[src/rtl/dmem_arb_pkg.sv]
// -----------------------------------------------------------------------------
// dmem_arb_pkg
// Shared definitions for the data-memory arbiter: port identifiers, default
// widths, the implemented memory depth and the registered response record.
// -----------------------------------------------------------------------------
package dmem_arb_pkg;

  localparam int DEF_ADDR_W = 16;
  localparam int DEF_DATA_W = 16;
  localparam int MEM_WORDS  = 128;

  localparam logic PORT_CPU = 1'b0;
  localparam logic PORT_AUX = 1'b1;

  // One accepted access, carried into the following cycle to build the
  // response pulse on the port that issued it.
  typedef struct packed {
    logic valid;
    logic port;
    logic we;
    logic err;
  } rsp_t;

endpackage

[src/rtl/dmem_arbiter_rr_arb2.sv]
// -----------------------------------------------------------------------------
// rr_arb2
// Two-way round-robin picker. A lone requester always wins; on a tie the port
// held in prio wins, and prio then moves to the other port.
//   clk_i    in   clock
//   rst_ni   in   asynchronous active-low reset (prio -> port 0)
//   valid_i  in   [1:0] request valids, bit N = port N
//   gnt_o    out  [1:0] one-hot grant (all zero when nobody requests)
// -----------------------------------------------------------------------------
module rr_arb2
  import dmem_arb_pkg::*;
(
  input  logic       clk_i,
  input  logic       rst_ni,
  input  logic [1:0] valid_i,
  output logic [1:0] gnt_o
);

  logic prio_q;
  logic prio_d;

  always_comb begin
    gnt_o  = 2'b00;
    prio_d = prio_q;
    case (valid_i)
      2'b01:   gnt_o = 2'b01;
      2'b10:   gnt_o = 2'b10;
      2'b11:   gnt_o = prio_q ? 2'b10 : 2'b01;
      default: gnt_o = 2'b00;
    endcase
    // Hand the tie-break to the loser; hold it when nothing was granted.
    if (gnt_o[0]) begin
      prio_d = PORT_AUX;
    end else if (gnt_o[1]) begin
      prio_d = PORT_CPU;
    end
  end

  always_ff @(posedge clk_i or negedge rst_ni) begin
    if (!rst_ni) begin
      prio_q <= PORT_CPU;
    end else begin
      prio_q <= prio_d;
    end
  end

endmodule

[src/rtl/dmem_arbiter.sv]
// -----------------------------------------------------------------------------
// dmem_arbiter
// Shares a single-port data memory (synchronous write, registered read)
// between the CPU load/store path (port 0) and a secondary master (port 1).
// At most one access is accepted per cycle; each accepted access gets a
// one-cycle response pulse on its own port in the following cycle.
//   clk_i / rst_ni             clock, asynchronous active-low reset
//   reqN_valid_i/we_i/addr_i/wdata_i  request from port N (held until ready)
//   reqN_ready_o               access accepted this cycle
//   rspN_valid_o/rdata_o/err_o response for port N (rdata 0 for writes/errors)
//   mem_addr_o/write_data_o/write_o/read_o  memory pins
//   mem_data_out_i             registered memory read data
// -----------------------------------------------------------------------------
module dmem_arbiter
  import dmem_arb_pkg::*;
#(
  parameter int ADDR_W    = dmem_arb_pkg::DEF_ADDR_W,
  parameter int DATA_W    = dmem_arb_pkg::DEF_DATA_W,
  parameter int MEM_WORDS = dmem_arb_pkg::MEM_WORDS
) (
  input  logic              clk_i,
  input  logic              rst_ni,

  input  logic              req0_valid_i,
  input  logic              req0_we_i,
  input  logic [ADDR_W-1:0] req0_addr_i,
  input  logic [DATA_W-1:0] req0_wdata_i,
  output logic              req0_ready_o,
  output logic              rsp0_valid_o,
  output logic [DATA_W-1:0] rsp0_rdata_o,
  output logic              rsp0_err_o,

  input  logic              req1_valid_i,
  input  logic              req1_we_i,
  input  logic [ADDR_W-1:0] req1_addr_i,
  input  logic [DATA_W-1:0] req1_wdata_i,
  output logic              req1_ready_o,
  output logic              rsp1_valid_o,
  output logic [DATA_W-1:0] rsp1_rdata_o,
  output logic              rsp1_err_o,

  output logic [ADDR_W-1:0] mem_addr_o,
  output logic [DATA_W-1:0] mem_write_data_o,
  output logic              mem_write_o,
  output logic              mem_read_o,
  input  logic [DATA_W-1:0] mem_data_out_i
);

  // Full-width compare: addresses above the memory never alias into it.
  localparam logic [ADDR_W-1:0] ADDR_LIMIT = ADDR_W'(MEM_WORDS);

  logic [1:0]        gnt;
  logic              any_gnt;
  logic              sel_port;
  logic              sel_we;
  logic [ADDR_W-1:0] sel_addr;
  logic [DATA_W-1:0] sel_wdata;
  logic              in_range;

  rsp_t rsp_q;
  rsp_t rsp_d;

  logic [1:0]        rsp_valid;
  logic [1:0]        rsp_err;
  logic [DATA_W-1:0] rsp_rdata [2];
  logic [DATA_W-1:0] rdata_pass;

  rr_arb2 u_rr_arb2 (
    .clk_i   (clk_i),
    .rst_ni  (rst_ni),
    .valid_i ({req1_valid_i, req0_valid_i}),
    .gnt_o   (gnt)
  );

  assign req0_ready_o = gnt[0];
  assign req1_ready_o = gnt[1];
  assign any_gnt      = |gnt;

  // Request mux: the grant is one-hot, so gnt[1] alone selects the port.
  always_comb begin
    sel_port  = gnt[1];
    sel_we    = req0_we_i;
    sel_addr  = req0_addr_i;
    sel_wdata = req0_wdata_i;
    if (gnt[1]) begin
      sel_we    = req1_we_i;
      sel_addr  = req1_addr_i;
      sel_wdata = req1_wdata_i;
    end
  end

  assign in_range = (sel_addr < ADDR_LIMIT);

  // Memory pins are forced to zero when idle; strobes are also suppressed for
  // out-of-range accesses so the memory is never touched by them.
  always_comb begin
    mem_addr_o       = '0;
    mem_write_data_o = '0;
    mem_write_o      = 1'b0;
    mem_read_o       = 1'b0;
    if (any_gnt) begin
      mem_addr_o       = sel_addr;
      mem_write_data_o = sel_wdata;
      mem_write_o      = in_range && sel_we;
      mem_read_o       = in_range && !sel_we;
    end
  end

  always_comb begin
    rsp_d       = '0;
    rsp_d.valid = any_gnt;
    rsp_d.port  = sel_port;
    rsp_d.we    = sel_we;
    rsp_d.err   = any_gnt && !in_range;
  end

  always_ff @(posedge clk_i or negedge rst_ni) begin
    if (!rst_ni) begin
      rsp_q <= '0;
    end else begin
      rsp_q <= rsp_d;
    end
  end

  // Read data is the memory's registered output, valid in the response cycle.
  assign rdata_pass = (rsp_q.valid && !rsp_q.we && !rsp_q.err) ? mem_data_out_i : '0;

  for (genvar gi = 0; gi < 2; gi++) begin : g_rsp
    logic hit;
    assign hit           = rsp_q.valid && (rsp_q.port == 1'(gi));
    assign rsp_valid[gi] = hit;
    assign rsp_err[gi]   = hit && rsp_q.err;
    assign rsp_rdata[gi] = hit ? rdata_pass : '0;
  end

  assign rsp0_valid_o = rsp_valid[PORT_CPU];
  assign rsp0_err_o   = rsp_err[PORT_CPU];
  assign rsp0_rdata_o = rsp_rdata[PORT_CPU];
  assign rsp1_valid_o = rsp_valid[PORT_AUX];
  assign rsp1_err_o   = rsp_err[PORT_AUX];
  assign rsp1_rdata_o = rsp_rdata[PORT_AUX];

endmodule
[config.mk]
export PLATFORM = sky130hd
export DESIGN_NAME = dmem_arbiter
export DESIGN_NICKNAME = d
export VERILOG_FILES = /design/src/rtl/dmem_arb_pkg.sv /design/src/rtl/dmem_arbiter_rr_arb2.sv /design/src/rtl/dmem_arbiter.sv
export SDC_FILE = /design/constraint.sdc
export NUM_CORES = 1
export LEC_CHECK = 0
export BUFFER_PORTS_ARGS = -buffer_cell sky130_fd_sc_hd__buf_2
export CAP_MARGIN = 20
export CORE_ASPECT_RATIO = 0.75
export CORE_UTILIZATION = 29
export CTS_BUF_LIST = sky130_fd_sc_hd__clkbuf_8
export DETAILED_ROUTE_END_ITERATION = 10
export GPL_TIMING_DRIVEN = 0
export HOLD_SLACK_MARGIN = 0.12
export PLACE_DENSITY = 0.83
export SLEW_MARGIN = 20
export SYNTH_ARGS = -nofsm -noshare
export SYNTH_HDL_FRONTEND = slang
export SYNTH_HIERARCHICAL = 1
export SYNTH_SLANG_ARGS = --single-unit
[constraint.sdc]
create_clock -name clk_i -period 2.17 [get_ports clk_i]
set_input_delay 0.217 -clock clk_i [delete_from_list [all_inputs] [get_ports clk_i]]
set_output_delay 0.217 -clock clk_i [all_outputs]
set_load 0.02 [all_outputs]
Word-level counts from Yosys, hierarchy flattened --
Index checks and enable logic that the tools add are counted.
Word-level totals: word-level logic and storage cells 39, output and inout port bits 72, flip-flop bits (word level) 5, bits of input ports 86
Operators by class: $lt $le $gt $ge 1, muxes and demuxes 14, bitwise gates (word level) 1, eq/ne operators 3, reductions and logical operators 15
Operator list (number):
- two-way mux 16 bit | 7
- < comparator 16 x 8 -> 1 bit, second input constant | 1
- logical AND 1 bit | 9
- one-hot mux 2 bit (3 select lines) | 1
- two-way mux 1 bit | 5
- equality test 2 bit, second input constant | 2
- zero test 1 bit | 4
- equality test 2 x 1 -> 1 bit, second input constant | 1
- two-way mux 2 bit | 1
- nonzero test 2 bit | 1
- OR reduction 2 bit | 1
- NOT 1 bit | 1

Logic depth before layout (Yosys ltp) --
word-level depth 6, mapped depth 6

Hierarchy --
The synthesis kept the hierarchy.
By module, submodules not included:
- dmem_arbiter | seq. area each 100.1 um2, cells each 162, area each 905.9 um2, instances 1
- rr_arb2 | seq. area each 25.0 um2, cells each 7, area each 61.3 um2, instances 1

Least setup slack after synthesis --
OpenSTA, ideal clock, no wires.
kind register to output, start point register u_rr_arb2.prio_q, end point output mem_write_o, data required time 1.953 ns, cell stages (with the launch flop) 6, arrival time 1.792 ns, path slack 0.161 ns, path buffers 0, path through dfrtp_1 > nand2b_1 > and2_1 > or4_1 > o22ai_2 > and4_1
Between the ends: word-level cells in the longest chain between the ends 6
Ends and longest elaborated chain:
- from (decl) | RTL line dmem_arbiter_rr_arb2.sv:19 | logic prio_q;
- from (signal assigned) | RTL line dmem_arbiter_rr_arb2.sv:43 | prio_q <= prio_d;
- two-way mux 2 bit * | RTL line dmem_arbiter_rr_arb2.sv:28 | 2'b11: gnt_o = prio_q ? 2'b10 : 2'b01;
- one-hot mux 2 bit (3 select lines) * | RTL line dmem_arbiter_rr_arb2.sv:25 | case (valid_i)
- named net req1_ready_o | RTL line dmem_arbiter.sv:37 | output logic req1_ready_o,
- two-way mux 16 bit | RTL line dmem_arbiter.sv:85 | if (gnt[1]) begin
- < comparator 16 x 8 -> 1 bit | RTL line dmem_arbiter.sv:92 | assign in_range = (sel_addr < ADDR_LIMIT);
- logical AND 1 bit | RTL line dmem_arbiter.sv:104 | mem_write_o = in_range && sel_we;
- two-way mux 1 bit * | RTL line dmem_arbiter.sv:101 | if (any_gnt) begin
- to (decl) | RTL line dmem_arbiter.sv:44 | output logic mem_write_o,
Mark *: on every way through the listed nets, which the timed path passes. The rest lies on a longest branch.

Worst setup path in the final report --
start point register u_rr_arb2.prio_q, end point output mem_write_o
Between the ends: word-level cells in the longest chain between the ends 6
Ends and longest elaborated chain (RTL line):
- two-way mux 2 bit * | dmem_arbiter_rr_arb2.sv:28
- one-hot mux 2 bit (3 select lines) * | dmem_arbiter_rr_arb2.sv:25
- two-way mux 16 bit | dmem_arbiter.sv:85
- < comparator 16 x 8 -> 1 bit | dmem_arbiter.sv:92
- logical AND 1 bit | dmem_arbiter.sv:104
- two-way mux 1 bit * | dmem_arbiter.sv:101
Mark *: on every way between the ends. The rest lies on a longest branch, timed or not.

==> impl_results.md <==
* Overflow after GRT at 0
* Total number of vias at 1664
* Worst-Margin Slew at 424 ps
* Ratio of cells with drive above 1 in the final layout at 0.536
* Yosys top cell area share at 0.233
* Routability cong. at 0.735
* Status: complete, no violations
* R2R setup slack at 630 ps
* Clock power frac at 0.220
* Chip width at 68.7 um
* IO Count at 158
* Post-Syn Area at 967 um^2
* Unrepaired setup endpoints after global routing: true
* 1st-iter DRT viols at 35
* PD cells at 386 mW/mm^2
* Peak supply drop at 0.000164 V
* Fmax at 474 MHz
* Crit Path Max Fanout at 8
* Int Pwr at 415 uW
* Count leader, synth: nand2_1
* NetSw at 330 uW
* Crit end category: output port
* Antenna violations before repair at 0
* Hold wc startpoint: req1_valid_i
* Routed wire length at 3.94 mm
* DR WL/cell at 10.7 um
* Finished Core Util at 0.630
* Vias in the first global route at 1363
* H-tree Lvls at 1
* Layout area overhead at 99.5%
* GRT Resource Usage Total at 0.198
* DR pass1 iterations at 4
* Mapped Cells at 169
* Port Buf Inserts at 157
* Total CTS buffers at 3
* Setup violators final at 0
* Predominant post-synthesis flop cell: dfrtp_1
* Worst skew pair latency at 220 ps
* Pin count of the biggest net entering global routing at 11
* Pins over their slew limit at 0
* ANT cells at 0
* GRT met2 Usage at 0.369
* GR Util met1 at 0.224
* Worst Path Arrival at 1890 ps
* Final HPWL DP at 3.24 mm
* Crit Path Class: flip-flop to output port
* Reg power frac at 0.151
* Dpl cells at 364
* Syn Nets at 255
* Synthesis-stage register bit count at 5
* Mapped Avg Cell Area at 5.72 um^2
* Worst endpoint required time at 1950 ps
* Die extent in y at 52.0 um
* Die area at 0.00357 mm^2
* Min Clock Period, post-route at 2110 ps
* Clk buf depth at 2
* Asr flop ratio synth at 1.00
* Fin crit share at 0.971
* Hold Path Class: input pin to flip-flop
* Final Skew at 0.877 ps
* Crit path launch type: flip-flop
* M3 GR Usage at 0.0351
* Hold worst-path end: u_rr_arb2/prio_q
* FF-to-FF End: rsp_q[0]
* Fin. Hold Viols at 0
* Switching share of power at 0.443
* Clk slew on worst S/H paths at 40 ps
* Leading post-synthesis cells by cell area: nand2_1 23%, and2_1 23%, o21ai_1 16%
* DR DRC count at 0
* Standard-cell row count at 17
* Clk sink count at 5
* Via density at 4.50
* Initial core utilization at 0.316
* Relative slew slack at 0.717
* Max-Cap Viols at 0
* CTS tree: built
* Post-synthesis sequential area ratio at 0.129
* First-pass GRT wire length at 5.44 mm
* Leading area contributor after synthesis: nand2_1
* Total chip power at 745 uW
* Synth warnings at 6
* WHS Path Cells at 2
* EDFF count, synth at 0
* Finished Layout Cells at 370
* Worst Reg2Reg Path Length in Cells at 5
* Worst reg2reg path startpoint: u_rr_arb2/prio_q
* Synth cell count leaders: 60 x nand2_1, 35 x and2_1, 30 x o21ai_1, 7 x clkbuf_1, 5 x dfrtp_1
* Leak Pwr at 1.17 nW
* Clk root buf: clkbuf_8
* GRT busiest layer: met2
* Core area at 0.00306 mm^2
* Comb power frac at 0.629
* Synth cell types at 28
* Final net count at 419
* Post-DRT Antenna Nets at 0
## layout by cell type (no fill, tap or decap), types with 2 or more instances in the layout
cell type	instances
inv_1	3
nor2_1	2
clkbuf_1	7
nor2b_1	2
nor3b_2	3
clkbuf_2	3
buf_2	156
o21ai_1	30
nand2_1	60
and3_1	2
clkbuf_8	3
buf_4	3
a22o_1	2
and2_1	34
dfrtp_1	5
## through the flow
stage	hold slack, ps	setup slack (ps)	setup TNS [ps]	area (um^2)
5_1_grt	269	-28.1	-54.7	1930
3_5_place_dp	32.5	70.9	0	1800
6_report	232	62.5	0	1930
2_1_floorplan	-78.6	161	0	967
4_1_cts	226	10.7	0	1870
3_3_place_gp	27.9	104	0	1800
## how the worst max path moves through the flow
| stage | startpoint | slack (ps) | to | depth (start not counted) |
|---|---|---|---|---|
| finish | u_rr_arb2/prio_q | 60 | mem_write_o | 6 |
| global route | u_rr_arb2/prio_q | -30 | mem_write_o | 6 |
| CTS | u_rr_arb2/prio_q | 10 | mem_write_o | 6 |
| detailed placement | u_rr_arb2/prio_q | 70 | mem_write_o | 6 |
| global placement | u_rr_arb2/prio_q | 100 | mem_write_o | 6 |
| floorplan | u_rr_arb2/prio_q | 160 | mem_write_o | 5 |
## power by group through the flow
stage	logic [mW]	registers, mW	clock network (mW)
finish	0.469	0.112	0.164
global route	0.513	0.114	0.181
CTS	0.458	0.112	0.165
detailed placement	0.450	0.113	0
global placement	0.448	0.113	0
floorplan	0.263	0.111	0
## worst max-delay path, cell delays in order, from the launching register on
cell and delay [ps]:
dfrtp_1 360, nand2b_4 130, and2_4 180, or4b_4 480, o22ai_4 170, and4_1 220, buf_6 120
## per-layer routing
metal | part of all wire | vias to the layer above
met5 | 0 | -
met4 | 0 | 0
met3 | 0.090 | 0
met2 | 0.52 | 78
met1 | 0.39 | 708
li1 | - | 878
## final cells by class
class                           instances  area, um^2
Clock buffer                            3        41.3
Tap cell                               38        47.5
Timing Repair Buffer                  159         812
Inverter                                2        7.51
Fill cell                             306        1130
Clock inverter                          1        3.75
Multi-Input combinational cell        149         831
Sequential cell                         5         125
Buffer                                 13        61.3
## cells by family (layout without fill, tap and decap cells)
logic type | Yosys count | count (layout) | share of synthesized area
compound gates | 37 | 37 | 0.213
mux | 1 | 1 | 0.0116
simple gates | 111 | 111 | 0.581
buf+inv | 15 | 178 | 0.0647
flops | 5 | 5 | 0.129
## sequential cells by signal, indices dropped and copies added (netlist names)
| signal | count |
|---|---|
| u_rr_arb2/prio_q | 1 |
| rsp_q | 4 |
## repair_timing
| action | 4_1_cts | 5_1_grt |
|---|---|---|
| buffers inserted | 0 | 1 |
| endpoints found under the hold margin | 5 | 0 |
| resized for setup | 6 | 11 |
| setup endpoints to repair | 32 | 32 |
| hold buffers | 1 | 0 |
| pin swaps | 3 | 3 |
(Power assumes the default switching activity.)
